**src/rtl/imem_loader_pkg.sv**
```systemverilog
// -----------------------------------------------------------------------------
// imem_loader_pkg
// Shared types and constants for the instruction-memory boot loader.
//   state_t        : loader FSM states
//   CNT_W          : width of the big-endian word count in the frame header
//   BYTES_PER_WORD : bytes packed into one instruction word
// -----------------------------------------------------------------------------
package imem_loader_pkg;

  localparam int CNT_W          = 16;
  localparam int BYTES_PER_WORD = 4;

  typedef enum logic [2:0] {
    HDR0,
    HDR1,
    DATA,
    CSUM,
    FLUSH,
    DONE,
    ERR
  } state_t;

endpackage

```
**src/rtl/imem_word_packer.sv**
```systemverilog
// -----------------------------------------------------------------------------
// imem_word_packer
// Packs accepted bytes into big-endian 32-bit words. The first byte of a word
// lands in [31:24], the last in [7:0]. The completed word is presented with a
// one-cycle word_valid strobe in the cycle after its fourth byte is accepted.
// Ports:
//   clk        in   clock
//   rst        in   synchronous active-high reset (cancels a pending word)
//   clear      in   discard any partial word (byte counter back to 0)
//   byte_valid in   a byte is being accepted this cycle
//   byte_data  in   the accepted byte
//   word_last  out  the next accepted byte completes a word
//   word_valid out  one-cycle strobe: word holds a freshly completed word
//   word       out  last completed word (0 after reset)
// -----------------------------------------------------------------------------
module imem_word_packer
  import imem_loader_pkg::*;
(
  input  logic        clk,
  input  logic        rst,
  input  logic        clear,
  input  logic        byte_valid,
  input  logic [7:0]  byte_data,
  output logic        word_last,
  output logic        word_valid,
  output logic [31:0] word
);

  // Holds the first three bytes of the word in progress; lane 0 is the newest.
  logic [BYTES_PER_WORD-2:0][7:0] lane_reg;
  logic [1:0]                     cnt_reg;

  assign word_last = (cnt_reg == 2'(BYTES_PER_WORD - 1));

  always_ff @(posedge clk) begin
    if (rst) begin
      lane_reg   <= '0;
      cnt_reg    <= '0;
      word_valid <= 1'b0;
      word       <= '0;
    end else begin
      word_valid <= 1'b0;
      if (clear) begin
        cnt_reg <= '0;
      end else if (byte_valid) begin
        lane_reg <= {lane_reg[BYTES_PER_WORD-3:0], byte_data};
        // Counter wraps from 3 back to 0 as a word completes.
        cnt_reg  <= cnt_reg + 2'd1;
        if (word_last) begin
          word_valid <= 1'b1;
          word       <= {lane_reg, byte_data};
        end
      end
    end
  end

endmodule

```
**src/rtl/imem_loader.sv**
```systemverilog
// -----------------------------------------------------------------------------
// imem_loader
// Byte-stream boot loader. Receives a framed byte stream
//   CNT_HI, CNT_LO (N, big-endian), 4*N data bytes [, checksum byte]
// packs the data into big-endian words, writes them to the instruction memory
// at BASE_ADDR + 4*idx and holds the core in reset until the image is in.
// Optional feature macro: IMEM_LOADER_CHECKSUM_EN
//   defined   : a checksum byte c follows the data; (sum of data + c) mod 256
//               must be 0, otherwise the frame is rejected. Also required for N=0.
//   undefined : no checksum byte; the last data byte ends the frame.
// Ports:
//   clk        in   clock
//   rst        in   synchronous active-high reset
//   start      in   one-cycle pulse: restart framing from any state
//   in_valid   in   input byte valid
//   in_data    in   input byte
//   in_ready   out  loader accepts a byte (transfer = in_valid & in_ready)
//   wr_en      out  one-cycle instruction-memory write strobe
//   wr_addr    out  byte address of the word being written
//   wr_data    out  word being written (first received byte in [31:24])
//   cpu_hold   out  1 = core held in reset
//   load_done  out  image loaded and accepted
//   load_err   out  frame rejected
// -----------------------------------------------------------------------------
module imem_loader
  import imem_loader_pkg::*;
#(
  parameter int unsigned         ADDR_W    = 32,
  parameter logic [ADDR_W-1:0]   BASE_ADDR = '0,
  parameter int unsigned         MAX_WORDS = 256
) (
  input  logic              clk,
  input  logic              rst,
  input  logic              start,
  input  logic              in_valid,
  input  logic [7:0]        in_data,
  output logic              in_ready,
  output logic              wr_en,
  output logic [ADDR_W-1:0] wr_addr,
  output logic [31:0]       wr_data,
  output logic              cpu_hold,
  output logic              load_done,
  output logic              load_err
);

  localparam logic [CNT_W-1:0] MAX_N = CNT_W'(MAX_WORDS);

`ifdef IMEM_LOADER_CHECKSUM_EN
  localparam state_t AFTER_DATA = CSUM;
`else
  localparam state_t AFTER_DATA = FLUSH;
`endif

  state_t            state_reg, state_next;
  logic [7:0]        cnt_hi_reg;
  logic [CNT_W-1:0]  n_words_reg;
  logic [CNT_W-1:0]  idx_reg;
  logic [ADDR_W-1:0] wr_addr_reg;

  logic              accept;
  logic              data_accept;
  logic              word_last;
  logic              last_word;
  logic [CNT_W-1:0]  hdr_n;

  // start has priority: a byte offered in the same cycle is not taken.
  assign accept      = in_valid & in_ready & ~start;
  assign data_accept = accept & (state_reg == DATA);
  assign hdr_n       = {cnt_hi_reg, in_data};
  assign last_word   = (idx_reg == n_words_reg - CNT_W'(1));

`ifdef IMEM_LOADER_CHECKSUM_EN
  logic [7:0] sum_reg;
  logic [7:0] csum_total;
  assign csum_total = sum_reg + in_data;
`endif

  // ---------------------------------------------------------------------------
  // FSM state register
  // ---------------------------------------------------------------------------
  always_ff @(posedge clk) begin
    if (rst) begin
      state_reg <= HDR0;
    end else begin
      state_reg <= state_next;
    end
  end

  // ---------------------------------------------------------------------------
  // FSM next-state and status outputs
  // ---------------------------------------------------------------------------
  always_comb begin
    state_next = state_reg;
    in_ready   = 1'b0;
    cpu_hold   = 1'b1;
    load_done  = 1'b0;
    load_err   = 1'b0;

    case (state_reg)
      HDR0, HDR1, DATA, CSUM: in_ready = 1'b1;
      DONE: begin
        cpu_hold  = 1'b0;
        load_done = 1'b1;
      end
      ERR:     load_err = 1'b1;
      default: ;
    endcase

    if (start) begin
      state_next = HDR0;
    end else begin
      case (state_reg)
        HDR0: if (accept) state_next = HDR1;
        HDR1: begin
          if (accept) begin
            if (hdr_n == '0) begin
              state_next = AFTER_DATA;
            end else if (hdr_n > MAX_N) begin
              state_next = ERR;
            end else begin
              state_next = DATA;
            end
          end
        end
        DATA: if (accept && word_last && last_word) state_next = AFTER_DATA;
        CSUM: begin
`ifdef IMEM_LOADER_CHECKSUM_EN
          if (accept) state_next = (csum_total == 8'd0) ? FLUSH : ERR;
`else
          state_next = FLUSH;
`endif
        end
        // One idle cycle keeps cpu_hold high past the final write strobe.
        FLUSH:   state_next = DONE;
        DONE:    state_next = DONE;
        ERR:     state_next = ERR;
        default: state_next = HDR0;
      endcase
    end
  end

  // ---------------------------------------------------------------------------
  // Header capture, word index, address generation, checksum accumulation
  // ---------------------------------------------------------------------------
  always_ff @(posedge clk) begin
    if (rst) begin
      cnt_hi_reg  <= '0;
      n_words_reg <= '0;
      idx_reg     <= '0;
      wr_addr_reg <= BASE_ADDR;
    end else if (start) begin
      idx_reg     <= '0;
      wr_addr_reg <= BASE_ADDR;
    end else begin
      if (accept && state_reg == HDR0) begin
        cnt_hi_reg <= in_data;
      end
      if (accept && state_reg == HDR1) begin
        n_words_reg <= hdr_n;
        idx_reg     <= '0;
      end
      // Address is registered alongside the packer's word so both appear
      // together in the write-strobe cycle.
      if (data_accept && word_last) begin
        wr_addr_reg <= BASE_ADDR + (ADDR_W'(idx_reg) << 2);
        idx_reg     <= idx_reg + CNT_W'(1);
      end
    end
  end

`ifdef IMEM_LOADER_CHECKSUM_EN
  always_ff @(posedge clk) begin
    if (rst || start) begin
      sum_reg <= '0;
    end else if (accept && state_reg == HDR1) begin
      sum_reg <= '0;
    end else if (data_accept) begin
      sum_reg <= sum_reg + in_data;
    end
  end
`endif

  // ---------------------------------------------------------------------------
  // Byte-to-word packer
  // ---------------------------------------------------------------------------
  imem_word_packer u_packer (
    .clk        (clk),
    .rst        (rst),
    .clear      (start),
    .byte_valid (data_accept),
    .byte_data  (in_data),
    .word_last  (word_last),
    .word_valid (wr_en),
    .word       (wr_data)
  );

  assign wr_addr = wr_addr_reg;

endmodule

```
**config.mk**
```make
export PLATFORM = sky130hd
export DESIGN_NAME = imem_loader
export DESIGN_NICKNAME = d
export VERILOG_FILES = /design/src/rtl/imem_loader_pkg.sv /design/src/rtl/imem_word_packer.sv /design/src/rtl/imem_loader.sv
export SDC_FILE = /design/constraint.sdc
export NUM_CORES = 1
export LEC_CHECK = 0
export BUFFER_PORTS_ARGS = -buffer_cell sky130_fd_sc_hd__buf_2
export CAP_MARGIN = 10
export CORE_MARGIN = 2
export CORE_UTILIZATION = 50
export DETAILED_ROUTE_END_ITERATION = 10
export PLACE_DENSITY_LB_ADDON = 0.12
export RECOVER_POWER = 50
export SKIP_CTS_REPAIR_TIMING = 1
export SLEW_MARGIN = 20
export SYNTH_ARGS = -nofsm -noshare
export SYNTH_HDL_FRONTEND = slang
export SYNTH_SLANG_ARGS = --single-unit
```
**constraint.sdc**
```tcl
create_clock -name clk -period 1.75 [get_ports clk]
set_input_delay 0.0875 -clock clk [delete_from_list [all_inputs] [get_ports clk]]
set_output_delay 0.0875 -clock clk [all_outputs]
set_load 0.1 [all_outputs]
```
=== Yosys cells after proc, flatten, opt, wreduce, memory -nomap -nowiden ===
Index checks and enable logic that the tools add are counted.

* $add $sub $neg: 3
* $lt $le $gt $ge: 1
* Equality and inequality tests: 11
* Multiplexer cells: 13
* Bitwise operators: 5
* Reduce and logical (&&, ||, !) cells: 17

{| class="wikitable"
|+ Operator list
! kind !! number
|-
| two-way mux 16 bit || 2
|-
| one-hot mux 3 bit (6 select lines) || 1
|-
| adder 16 x 1 -> 16 bit, second input constant || 1
|-
| == test 16 bit || 1
|-
| greater-than comparator 16 x 9 -> 1 bit, second input constant || 1
|-
| logical NOT 16 bit || 1
|-
| subtractor 16 x 1 -> 16 bit, second input constant || 1
|-
| two-way mux 3 bit || 5
|-
| == test 3 bit, second input constant || 3
|-
| == test 3 x 2 -> 1 bit, second input constant || 2
|-
| AND reduction 2 bit || 3
|-
| AND reduction 3 bit || 2
|-
| logical AND 1 bit || 5
|-
| two-way mux 1 bit || 5
|-
| inequality test 2 bit, second input constant || 2
|-
| OR reduction 2 bit || 2
|-
| OR reduction 4 bit || 1
|-
| bitwise AND 1 bit || 3
|-
| == test 3 x 1 -> 1 bit, second input constant || 1
|-
| logical NOT 3 bit || 1
|-
| OR reduction 3 bit || 1
|-
| adder 2 x 1 -> 2 bit, second input constant || 1
|-
| == test 2 bit, second input constant || 1
|-
| inequality test 2 x 1 -> 1 bit, second input constant || 1
|-
| other kinds (2) || 3
|}

* Register bits after elaboration: 118
* Word-level logic and storage cells: 61

=== Depth between registers and ports, before layout ===
Gate-level depths: netlist of the first run.

* Depth after elaboration: 9
* Gate-level depth with buffers: 9
* Gate-level depth less buffers: 9

=== Hierarchy ===
Synthesis of the first run repeated with hierarchy kept, for this count alone.

* Cell total of the unflattened synthesis: 661
* Area, all modules: 5270.1 um^2

{| class="wikitable"
|+ By module, submodules not included
! module !! times used !! cells each !! area an instance (um^2) !! seq. area each (um^2)
|-
| imem_loader || 1 || 403 || 3101.7 || 1181.1
|-
| imem_word_packer || 1 || 258 || 2168.3 || 1181.1
|}

=== Least setup slack after synthesis of the first run ===
OpenSTA, ideal clock, no wires.

* Path type: register to output
* From: register state_reg[2]
* To: output load_err
* Arrival time: 2.263 ns
* Data required time: 1.662 ns
* Setup slack: -0.601 ns
* Stages on the path, launching flop included: 3
* Path buffers: 0
* Cells stage by stage: dfxtp_1 -> inv_1 -> nor2_1

* Word-level cells in the longest chain between the ends: 2

{| class="wikitable"
|+ Ends and longest elaborated chain
! item !! line !! RTL
|-
| start: declaration || imem_loader.sv:54 || <nowiki>state_t state_reg, state_next;</nowiki>
|-
| start signal: assignment || imem_loader.sv:85 || <nowiki>state_reg <= state_next;</nowiki>
|-
| == test 3 bit || imem_loader.sv:99 || <nowiki>case (state_reg)</nowiki>
|-
| two-way mux 1 bit || imem_loader.sv:99 ||
|-
| end: declaration || imem_loader.sv:43 || <nowiki>output logic load_err</nowiki>
|}

Every way passes these cells.

=== Worst setup path in the final report of the first run ===
* From: register n_words_reg[0]
* To: register state_reg[1]

* Word-level cells in the longest chain between the ends: 5

{| class="wikitable"
|+ Ends and longest elaborated chain
! item !! line !! RTL
|-
| start: declaration || imem_loader.sv:56 || <nowiki>logic [CNT_W-1:0] n_words_reg;</nowiki>
|-
| start signal: assignment || imem_loader.sv:159 || <nowiki>n_words_reg <= hdr_n;</nowiki>
|-
| subtractor 16 x 1 -> 16 bit || imem_loader.sv:70 || <nowiki>assign last_word = (idx_reg == n_words_reg - CNT_W'(1));</nowiki>
|-
| == test 16 bit || imem_loader.sv:70 ||
|-
| logical AND 1 bit || imem_loader.sv:125 || <nowiki>DATA: if (accept && word_last && last_word) state_next = AFTER_DATA;</nowiki>
|-
| inequality test 2 x 1 -> 1 bit (no source line) || n/a ||
|-
| AND reduction 3 bit (no source line) || n/a ||
|}

Every way passes these cells.
A chain may end at the register's enable or synchronous reset.

==> results.txt, run 1 <==
Synth Instances - 668
Synth Area in Compound Gates - 0.143
Min-Delay Path Class - in -> reg
Failing checks - hold timing, setup timing
Clock transition at the registers of the reported paths - 0.06 ns
# clock sinks - 118
Antenna Nets Post-Route - 0
IO buf count - 64
Area share of fa/ha/maj cells after synthesis - 0.00726
First-pass GRT wire length - 21600 um
Startpoint types - flop
DRT Wirelength - 13100 um
Ports - 81
CTS tree - done
PD cells - 982 nW/um^2
Max rail drop VDD - 0.917 mV
Netlist cell types - 51
Clk_skew - 0.00813 ns
CP delay by family, top - compound AO/OA/AOI/OAI gates
Ratio of cells with drive above 1 in the final layout - 0.253
Most frequent CP cell - a32oi_1
Root buffer cell - clkbuf_8
Relative slew slack - 0.514
Share of the synthesized area in the top cell type - 0.457
Full die area - 11200 sq um
Antenna violations before repair - 0
F_max - 497 MHz
Avg Inst Size Synth - 7.74 sq um
Critical Path Start - n_words_reg[0]$_SDFFE_PP0P_
Final net count - 797
Total track usage - 0.244
Most numerous cell in the Yosys netlist - nand2_1
CP Data Arrival Time - 2.43 ns
Cts bufs inserted - 17
Leading area contributor after synthesis - dfxtp_1
Die height - 106 um
Crit path time final - 2.01 ns
Ranking of synthesized cells by area - dfxtp_1 46%, nand2_1 14%, a21oi_1 10%
Worst-margin pin slew - 0.729 ns
Vias per cell - 5.18
List of most frequent post-synthesis cells - 198 x nand2_1, 118 x dfxtp_1, 106 x a21oi_1
Max Cap Viol - 0
R2R Path Start - n_words_reg[0]$_SDFFE_PP0P_
Leakage - 2.70 nW
Gr ovfl total - 0
Final hold violation count - 2
Antenna cells - 0
Main combinational cell family by area after synthesis - simple AND/OR/NAND/NOR gates
Main flop type after synthesis - dfxtp_1
Hold path start - start
Count of final setup violators - 3
Die X - 106 um
Crit-path cells - inv_1, ha_1, buf_4, xor2_1, o31ai_1, a32oi_1, a32oi_1, nand4_1, o31a_1
# placed instances - 889
Core ar. - 10200 sq um
Asr flop ratio synth - 0
Std-Cell Rows - 37
Register area share after synthesis - 0.457
Fin Hold WS - -0.00432 ns
WP buf/inv - 2
Mux share of post-synthesis cell area - 0.0261
CP max stage delay - 0.35 ns
Via count - 4811
Setup CP Type - reg -> reg
Final WS setup - -0.263 ns
Register bit total from synthesis - 118
Gpl congestion - 0.836
Number of synthesized flops with an enable pin - 0
Cell Area, Synth - 5170 sq um
RSZ-0062 raised after global routing - yes
Worst Setup End Kind - flop
Register area - 2370 sq um
Dpl ws - -0.256 ns
Clock Path Buffers - 2
Largest net degree at the start of global routing - 58
CP max-delay cell - dfxtp_2
Filler Cell Count - 901
Vias in the first global route - 4595
Clock latency on the worst-skew pair - 0.52 ns
DPL Wire Length - 9100 um
Synth Area in XOR/XNOR - 0.0390
Final cycle utilization of the critical path - 1.15
Status - complete, but fails checks
Multi-input gate area - 2610 sq um
Slew Limit Fails - 0
DR pass1 iterations - 4
DRC viols - 0
Layout area overhead - 30.9%
Final setup TNS - -0.523 ns
Starting Density - 0.508
YS warnings - 0
H-tree depth - 4
R2r setup slk - -0.26 ns
DR iter-0 viols - 224
Required @ worst endpoint - 2.16 ns
Critical-path maximum fanout - 5
Max FFs per register - 32
Per-cell routed wire length - 14.1 um
Final cell count without fillers - 929
Simple-gate portion of the synthesized area - 0.258
routing by layer:
layer	track usage	wire, um	part of all wire
met1	0.284	5540	0.42
met4	0.0855	266	0.020
met5	0	0	0
met3	0.0761	611	0.047
met2	0.422	6680	0.51
layout by cell type (no fill, tap or decap), drive strengths merged, types with 4 or more instances in the layout:
cell type / n
inv: 5
nand2: 198
nor2: 49
a211oi: 6
xnor2: 12
clkbuf: 24
and2: 4
nor3: 7
xor2: 11
nand3: 16
or2: 5
a21oi: 106
buf: 132
nor4: 5
nor3b: 4
conb: 16
o21ai: 7
dlygate4sd3: 9
mux2i: 9
dfxtp: 118
mux2: 4
nand4: 10
tightest hold or removal path, cell delays in order:
cell,delay [ns]
buf_2,0.13
nor2_1,0.11
o21ai_0,0.10
a21oi_1,0.04
area by class of cell:
cell class              instances  area share
clock buffers                  23      0.0719
clock inverters                 7      0.0176
flip-flops and latches        118       0.351
well taps                     136      0.0251
multi-input cells             498       0.386
repair buffers                142       0.146
inverters                       5     0.00277
worst paths after layout:
| path | end | cells past startpoint |
|---|---|---|
| max | state_reg[1]$_SDFFE_PP0P_ | 9 |
| min | idx_reg[12]$_SDFFE_PP0P_ | 4 |
| max reg2reg | state_reg[1]$_SDFFE_PP0P_ | 9 |
| min reg2reg | wr_addr[2]$_SDFFE_PP0P_ | 2 |
metrics by stage:
| step | utilization | power (W) | area, sq um |
|---|---|---|---|
| after floorplan | - | 0.00310 | 5250 |
| after global placement | 0.584 | 0.00316 | 5940 |
| after detailed placement | 0.584 | 0.00317 | 5940 |
| after CTS | 0.643 | 0.00669 | 6550 |
| after global routing | 0.664 | 0.00687 | 6770 |
| final | 0.664 | 0.00665 | 6770 |
where the power goes:
part	switching [W]	internal (W)
clock network	0.00117	0.00234
logic	0.000304	0.000112
registers	0.0000134	0.00270
cells by family after synthesis:
group / after synthesis
AOI/OAI and AO/OA: 135
and+or+nand+nor: 308
other: 1
muxes: 13
buffers and inverters: 67
xor gates and xnor gates: 23
adders and majority gates: 3
DFF: 118
Note: power is estimated with default switching activity, not from simulation.
==> inputs of run 2 (changes only) <==
--- a/config.mk
+++ b/config.mk
@@ -10,10 +10,12 @@
 export CORE_MARGIN = 2
 export CORE_UTILIZATION = 50
 export DETAILED_ROUTE_END_ITERATION = 10
+export GPL_TIMING_DRIVEN = 1
 export PLACE_DENSITY_LB_ADDON = 0.12
 export RECOVER_POWER = 50
 export SKIP_CTS_REPAIR_TIMING = 1
 export SLEW_MARGIN = 20
 export SYNTH_ARGS = -nofsm -noshare
 export SYNTH_HDL_FRONTEND = slang
+export SYNTH_HIERARCHICAL = 1
 export SYNTH_SLANG_ARGS = --single-unit
==> results.txt, run 2 <==
Startpoint types - flop
Ports - 81 (unchanged)
Cell Area, Synth - 5270 sq um (+1.9%)
Main flop type after synthesis - dfxtp_1
CP max-delay cell - dfxtp_2
Max FFs per register - 32 (unchanged)
Gr ovfl total - 0 (unchanged)
Post-route cell area - 7080 sq um (+4.6%)
PD cells - 905 nW/um^2 (-7.9%)
CP max stage delay - 0.33 ns (-0.02 ns)
IO buf count - 64 (unchanged)
Leading area contributor after synthesis - dfxtp_1
H-tree depth - 4 (unchanged)
CP Data Arrival Time - 2.41 ns (-0.02 ns)
Antenna Nets Post-Route - 0 (unchanged)
First-pass GRT wire length - 21400 um (-0.51%)
F_max - 495 MHz (-0.44%)
Grt met1 use - 0.328 (+0.0437)
Required @ worst endpoint - 2.14 ns (-0.02 ns)
Via count - 4904 (+1.9%)
Cts bufs inserted - 17 (unchanged)
Vias per cell - 5.32 (+2.8%)
Number of synthesized flops with an enable pin - 0 (unchanged)
Final hold violation count - 0 (-2)
Gpl congestion - 0.941 (+13%)
# placed instances - 870 (-2.1%)
Met3 usage - 0.0474 (-0.0287)
Per-cell routed wire length - 14.7 um (+4.4%)
Core ar. - 10300 sq um (+0.91%)
DRC viols - 0 (unchanged)
Worst-margin pin slew - 0.904 ns (+0.176 ns)
Ranking of synthesized cells by area - dfxtp_1 45%, nand2_1 14%, a21oi_1 7.9%
Dpl ws - -0.387 ns (-0.131 ns)
Most common cell after layout, fill and taps aside - nand2_1
CTS tree - done
Clock Path Buffers - 2 (unchanged)
Failing checks - setup timing
Gr busiest metal - met2
Status - complete, but fails checks
Clock transition at the registers of the reported paths - 0.06 ns (about the same)
Final WS setup - -0.272 ns (-0.00884 ns)
Critical-path maximum fanout - 4 (-1)
Ratio of cells with drive above 1 in the final layout - 0.338 (+0.0841)
Leakage - 2.70 nW (about the same)
Std-Cell Rows - 37 (unchanged)
Slew Limit Fails - 0 (unchanged)
DR pass1 iterations - 5 (+1)
DRT Wirelength - 13600 um (+3.5%)
Asr flop ratio synth - 0 (unchanged)
Crit-path cells - inv_2, ha_4, buf_4, nor3b_4, buf_4, nand2_1, o221ai_1, nand4_1, nor4_4, o21a_1, nor2_1
Relative slew slack - 0.397 (-0.117)
Antenna cells - 0 (unchanged)
Register area share after synthesis - 0.448 (-0.00868)
Register bit total from synthesis - 118 (unchanged)
Largest net degree at the start of global routing - 84 (+45%)
Avg Inst Size Synth - 7.97 sq um (+3.0%)
Most frequent cells in the layout - 172 x nand2_1, 106 x dfxtp_1, 80 x a21oi_1
Final net count - 787 (-1.3%)
Vias in the first global route - 4458 (-3.0%)
Die X - 107 um (+0.93%)
Clk_skew - 0.00766 ns (-0.000477 ns)
Total track usage - 0.236 (-0.00784)
# clock sinks - 118 (unchanged)
RSZ-0062 raised after global routing - yes
Worst Setup End Kind - flop
Min-Delay Path Class - in -> reg
Most frequent CP cell - buf_4
Total power - 0.00641 W (-3.6%)
Max rail drop VDD - 0.577 mV (-37%)
Setup CP Type - reg -> reg
Root buffer cell - clkbuf_8
YS warnings - 6 (+6)
DPL Wire Length - 8680 um (-4.6%)
DR iter-0 viols - 306 (+37%)
Crit path time final - 2.02 ns (+0.00884 ns)
Most numerous cell in the Yosys netlist - nand2_1
Netlist cell types - 53 (+3.9%)
Final cycle utilization of the critical path - 1.16 (+0.00505)
List of most frequent post-synthesis cells - 198 x nand2_1, 118 x dfxtp_1, 83 x a21oi_1
Antenna violations before repair - 0 (unchanged)
Share of the synthesized area in the top cell type - 0.448 (-0.00868)
Layout area overhead - 34.4%
Starting Density - 0.513 (+0.00517)
Final cell count without fillers - 921 (-0.86%)
Count of final setup violators - 43 (+40)
Die height - 107 um (+0.93%)
M2 GR Usage - 0.362 (-0.0600)
DP Area - 6100 sq um (+2.7%)
Max Cap Viol - 0 (unchanged)
Filler Cell Count - 841 (-6.7%)
Synth Instances - 661 (-1.0%)
Clock latency on the worst-skew pair - 0.52 ns (about the same)
Full die area - 11400 sq um (+1.9%)
-- run 2: cell types whose count changed after synthesis, moves of 5 or more --
cell and change:
a21oi_1 -23, xnor2_1 +5, clkbuf_1 -7, buf_2 +9, xor2_1 -5, nor2_1 -14
buf_1 -5, a21oi_2 +17, buf_6 +6
-- run 2: cell families (layout without fill, tap and decap cells) --
logic type	after synthesis	in the layout	share of synthesized area
compound gates	128	128	0.145
mux	15	15	0.0299
simple gates	301	302	0.253
other cells	1	16	0.000712
fa+ha+maj	3	3	0.00712
buf+inv	72	180	0.0776
xor+xnor	23	23	0.0382
flops	118	118	0.448
-- run 2: through the flow --
stage	TNS, ns	hold slack, ns	utilization
global placement	-4.94	0.381	0.594
detailed placement	-6.47	0.387	0.594
global route	-8.74	0.161	0.689
CTS	-7.12	-0.158	0.650
floorplan	-14.25	0.165	-
finish	-2.15	0.118	0.689
-- run 2: layout make-up --
cell class,instances,area (sq um),share of cell area
inverters,9,41.3,0.00583
flip-flops and latches,118,2380,0.336
repair buffers,139,1010,0.142
clock buffers,24,512,0.0723
well taps,136,170,0.0240
multi-input cells,487,2910,0.411
clock inverters,8,63.8,0.00901
-- run 2: final timing paths --
path,startpoint,end,slack (ns),depth (start not counted)
worst max-delay path,n_words_reg[1]$_SDFFE_PP0P_,state_reg[1]$_SDFFE_PP0P_,-0.27,11
worst min-delay path,start,state_reg[2]$_SDFFE_PP0P_,0.12,4
worst max register to register,n_words_reg[1]$_SDFFE_PP0P_,state_reg[1]$_SDFFE_PP0P_,-0.27,11
worst min register to register,u_packer/word[28]$_SDFFE_PP0P_,u_packer/word[28]$_SDFFE_PP0P_,0.45,2
-- run 2: per-layer routing --
layer / part of all wire / up-vias
met5: 0 / -
met4: 0.014 / 0
met3: 0.051 / 17
met2: 0.48 / 170
met1: 0.46 / 2306
li1: - / 2411
-- run 2: critical path: cells and delay by family (launching register included) --
family / cells / cell delay, ns
AO/OA/AOI/OAI: 2 / 0.36
flip-flops: 1 / 0.33
adder cells (fa/ha/maj): 1 / 0.12
buffers and inverters: 3 / 0.31
AND/OR/NAND/NOR: 5 / 0.76
-- run 2: report_power, final --
part | switching (W) | internal, W | total (W)
Clock | 0.00125 | 0.00202 | 0.00327
Combinational | 0.000310 | 0.000117 | 0.000427
Sequential | 0.0000142 | 0.00270 | 0.00272
==> inputs of run 3 (changes only) <==
--- a/config.mk
+++ b/config.mk
@@ -11,6 +11,7 @@
 export CORE_UTILIZATION = 50
 export DETAILED_ROUTE_END_ITERATION = 10
 export GPL_TIMING_DRIVEN = 1
+export MAX_ROUTING_LAYER = met4
 export PLACE_DENSITY_LB_ADDON = 0.12
 export RECOVER_POWER = 50
 export SKIP_CTS_REPAIR_TIMING = 1
==> results.txt, run 3 (synthesized netlist as in run 2, its figures left out) <==
Status - complete, but fails checks
Failing checks - setup timing
Slew Limit Fails - 0 (unchanged)
Total power - 0.00674 W (+5.1%)
WP buf/inv - 2 (-1)
Fin Hold WS - 0.0848 ns (-0.0332 ns)
Startpoint types - flop
Final cycle utilization of the critical path - 1.18 (+0.0209)
Starting Density - 0.513 (unchanged)
Max rail drop VDD - 0.640 mV (+11%)
Clk_skew - 0.00611 ns (-0.00155 ns)
Via count - 4812 (-1.9%)
Core ar. - 10300 sq um (unchanged)
DR pass1 iterations - 5 (unchanged)
Std-Cell Rows - 37 (unchanged)
CP Data Arrival Time - 2.44 ns (+0.03 ns)
CP max stage delay - 0.33 ns (about the same)
# clock sinks - 118 (unchanged)
Required @ worst endpoint - 2.13 ns (about the same)
P_sw - 0.00159 W (+1.4%)
Vias in the first global route - 4429 (-0.65%)
Clock transition at the registers of the reported paths - 0.06 ns (about the same)
Total track usage - 0.235 (-0.000874)
Crit path time final - 2.06 ns (+0.0366 ns)
Clock latency on the worst-skew pair - 0.52 ns (about the same)
Cts bufs inserted - 17 (unchanged)
Final net count - 791 (+0.51%)
Clock Power Share - 0.533 (+0.023)
Ratio of cells with drive above 1 in the final layout - 0.352 (+0.0148)
Max FFs per register - 32 (unchanged)
Gr ovfl total - 0 (unchanged)
Worst Setup End Kind - flop
Die height - 107 um (unchanged)
CP max-delay cell - dfxtp_2
DPL Wire Length - 8720 um (+0.40%)
PD cells - 938 nW/um^2 (+3.6%)
CTS tree - done
DRC viols - 0 (unchanged)
Layout area overhead - 36.3%
CP delay by family, top - simple AND/OR/NAND/NOR gates
Gpl congestion - 0.922 (-2.0%)
Logic gate share of total power - 0.064 (-0.003)
Final hold violation count - 0 (unchanged)
Int Pwr - 0.00514 W (+6.4%)
Worst hold path depth - 4 (unchanged)
# placed instances - 869 (-0.11%)
Ports - 81 (unchanged)
RSZ-0062 raised after global routing - yes
Clock Path Buffers - 2 (unchanged)
R2R depth - 9 (-2)
DRT Wirelength - 13500 um (-0.49%)
IO buf count - 64 (unchanged)
Util after Layout - 0.699 (+0.00998)
F_max - 486 MHz (-1.8%)
R2r setup slk - -0.31 ns (-0.04 ns)
Relative slew slack - 0.399 (+0.00188)
Antenna violations before repair - 0 (unchanged)
Max Cap Viol - 0 (unchanged)
Full die area - 11400 sq um (unchanged)
First-pass GRT wire length - 20800 um (-3.1%)
Largest net degree at the start of global routing - 84 (unchanged)
Most frequent cells in the layout - 171 x nand2_1, 104 x dfxtp_1, 79 x a21oi_1
Vias per cell - 5.20 (-2.3%)
Final WS setup - -0.308 ns (-0.0366 ns)
Per-cell routed wire length - 14.6 um (-0.92%)
Final cell count without fillers - 925 (+0.43%)
Worst-margin pin slew - 0.902 ns (-0.00282 ns)
Leakage - 2.75 nW (+1.9%)
Hold path start - start
DR iter-0 viols - 247 (-19%)
Hold EP - state_reg[2]$_SDFFE_PP0P_
Critical-path maximum fanout - 6 (+2)
Most frequent CP cell - nor4_4
Reg-to-Reg End - state_reg[1]$_SDFFE_PP0P_
Antenna Nets Post-Route - 0 (unchanged)
Switching share of power - 0.237 (-0.00881)
H-tree depth - 4 (unchanged)
Most common cell after layout, fill and taps aside - nand2_1
Setup CP Type - reg -> reg
Die X - 107 um (unchanged)
Min-Delay Path Class - in -> reg
Crit-path cells - buf_6, nor4_4, buf_4, a21oi_2, nor4_1, nand4_1, nor4_4, o21a_1, nor2_1
Count of final setup violators - 47 (+9.3%)
Sequential power share - 0.403 (-0.021)
Crit path depth - 9 (-2)
Antenna cells - 0 (unchanged)
Root buffer cell - clkbuf_8
R2R Path Start - n_words_reg[7]$_SDFFE_PP0P_
run 3: cell types whose count changed in the layout (fill, tap and decap cells not counted), moves of 3 or more:
cell | previous run | this run
clkbuf_8 | 6 | 1
bufinv_16 | 0 | 4
buf_4 | 52 | 55
o21ai_1 | 6 | 3
run 3: area by class of cell:
type                    instances  area (sq um)
fillers                       829          3090
clock buffers                  18           418
inverters                       9          41.3
clock inverters                14           200
well taps                     136           170
flip-flops and latches        118          2380
repair buffers                143          1030
multi-input cells             487          2940
run 3: power by group through the flow:
stage	registers, W	logic [W]	clock network (W)
after detailed placement	0.00277	0.000392	0
after global routing	0.00272	0.000457	0.00374
after global placement	0.00277	0.000387	0
after CTS	0.00272	0.000393	0.00364
final	0.00272	0.000429	0.00359
after floorplan	0.00277	0.000339	0
run 3: metal layers:
layer  vias to the layer above  track usage  routed length [um]
li1                       2417            -                   -
met1                      2239        0.310                6340
met2                       135        0.359                6310
met3                        21       0.0426                 619
met4                         0       0.0928                 227
met5                         -            -                   0
run 3: worst max path at each step:
stage	startpoint	endpoint	slack, ns
detailed placement	n_words_reg[1]$_SDFFE_PP0P_	state_reg[2]$_SDFFE_PP0P_	-0.38
global route	n_words_reg[7]$_SDFFE_PP0P_	state_reg[2]$_SDFFE_PP0P_	-0.43
floorplan	n_words_reg[1]$_SDFFE_PP0P_	state_reg[1]$_SDFFE_PP0P_	-0.25
CTS	n_words_reg[1]$_SDFFE_PP0P_	state_reg[2]$_SDFFE_PP0P_	-0.39
finish	n_words_reg[7]$_SDFFE_PP0P_	state_reg[1]$_SDFFE_PP0P_	-0.31
global placement	n_words_reg[1]$_SDFFE_PP0P_	state_reg[1]$_SDFFE_PP0P_	-0.34
run 3: metrics by stage:
step / instance area, sq um / worst slack (ns) / TNS (ns)
after detailed placement: 6090 / -0.379 / -6.38
after floorplan: 5570 / -0.255 / -14.25
after CTS: 6710 / -0.391 / -7.69
after global routing: 7180 / -0.426 / -13.06
final: 7180 / -0.308 / -4.77
after global placement: 6090 / -0.343 / -5.12
run 3: worst reg2reg max path, stage by stage, from the launching register on:
cell     delay [ns]
dfxtp_2        0.33
buf_6          0.12
nor4_4         0.26
buf_4          0.19
a21oi_2        0.04
nor4_1         0.28
nand4_1        0.18
nor4_4         0.32
o21a_1         0.17
nor2_1         0.03
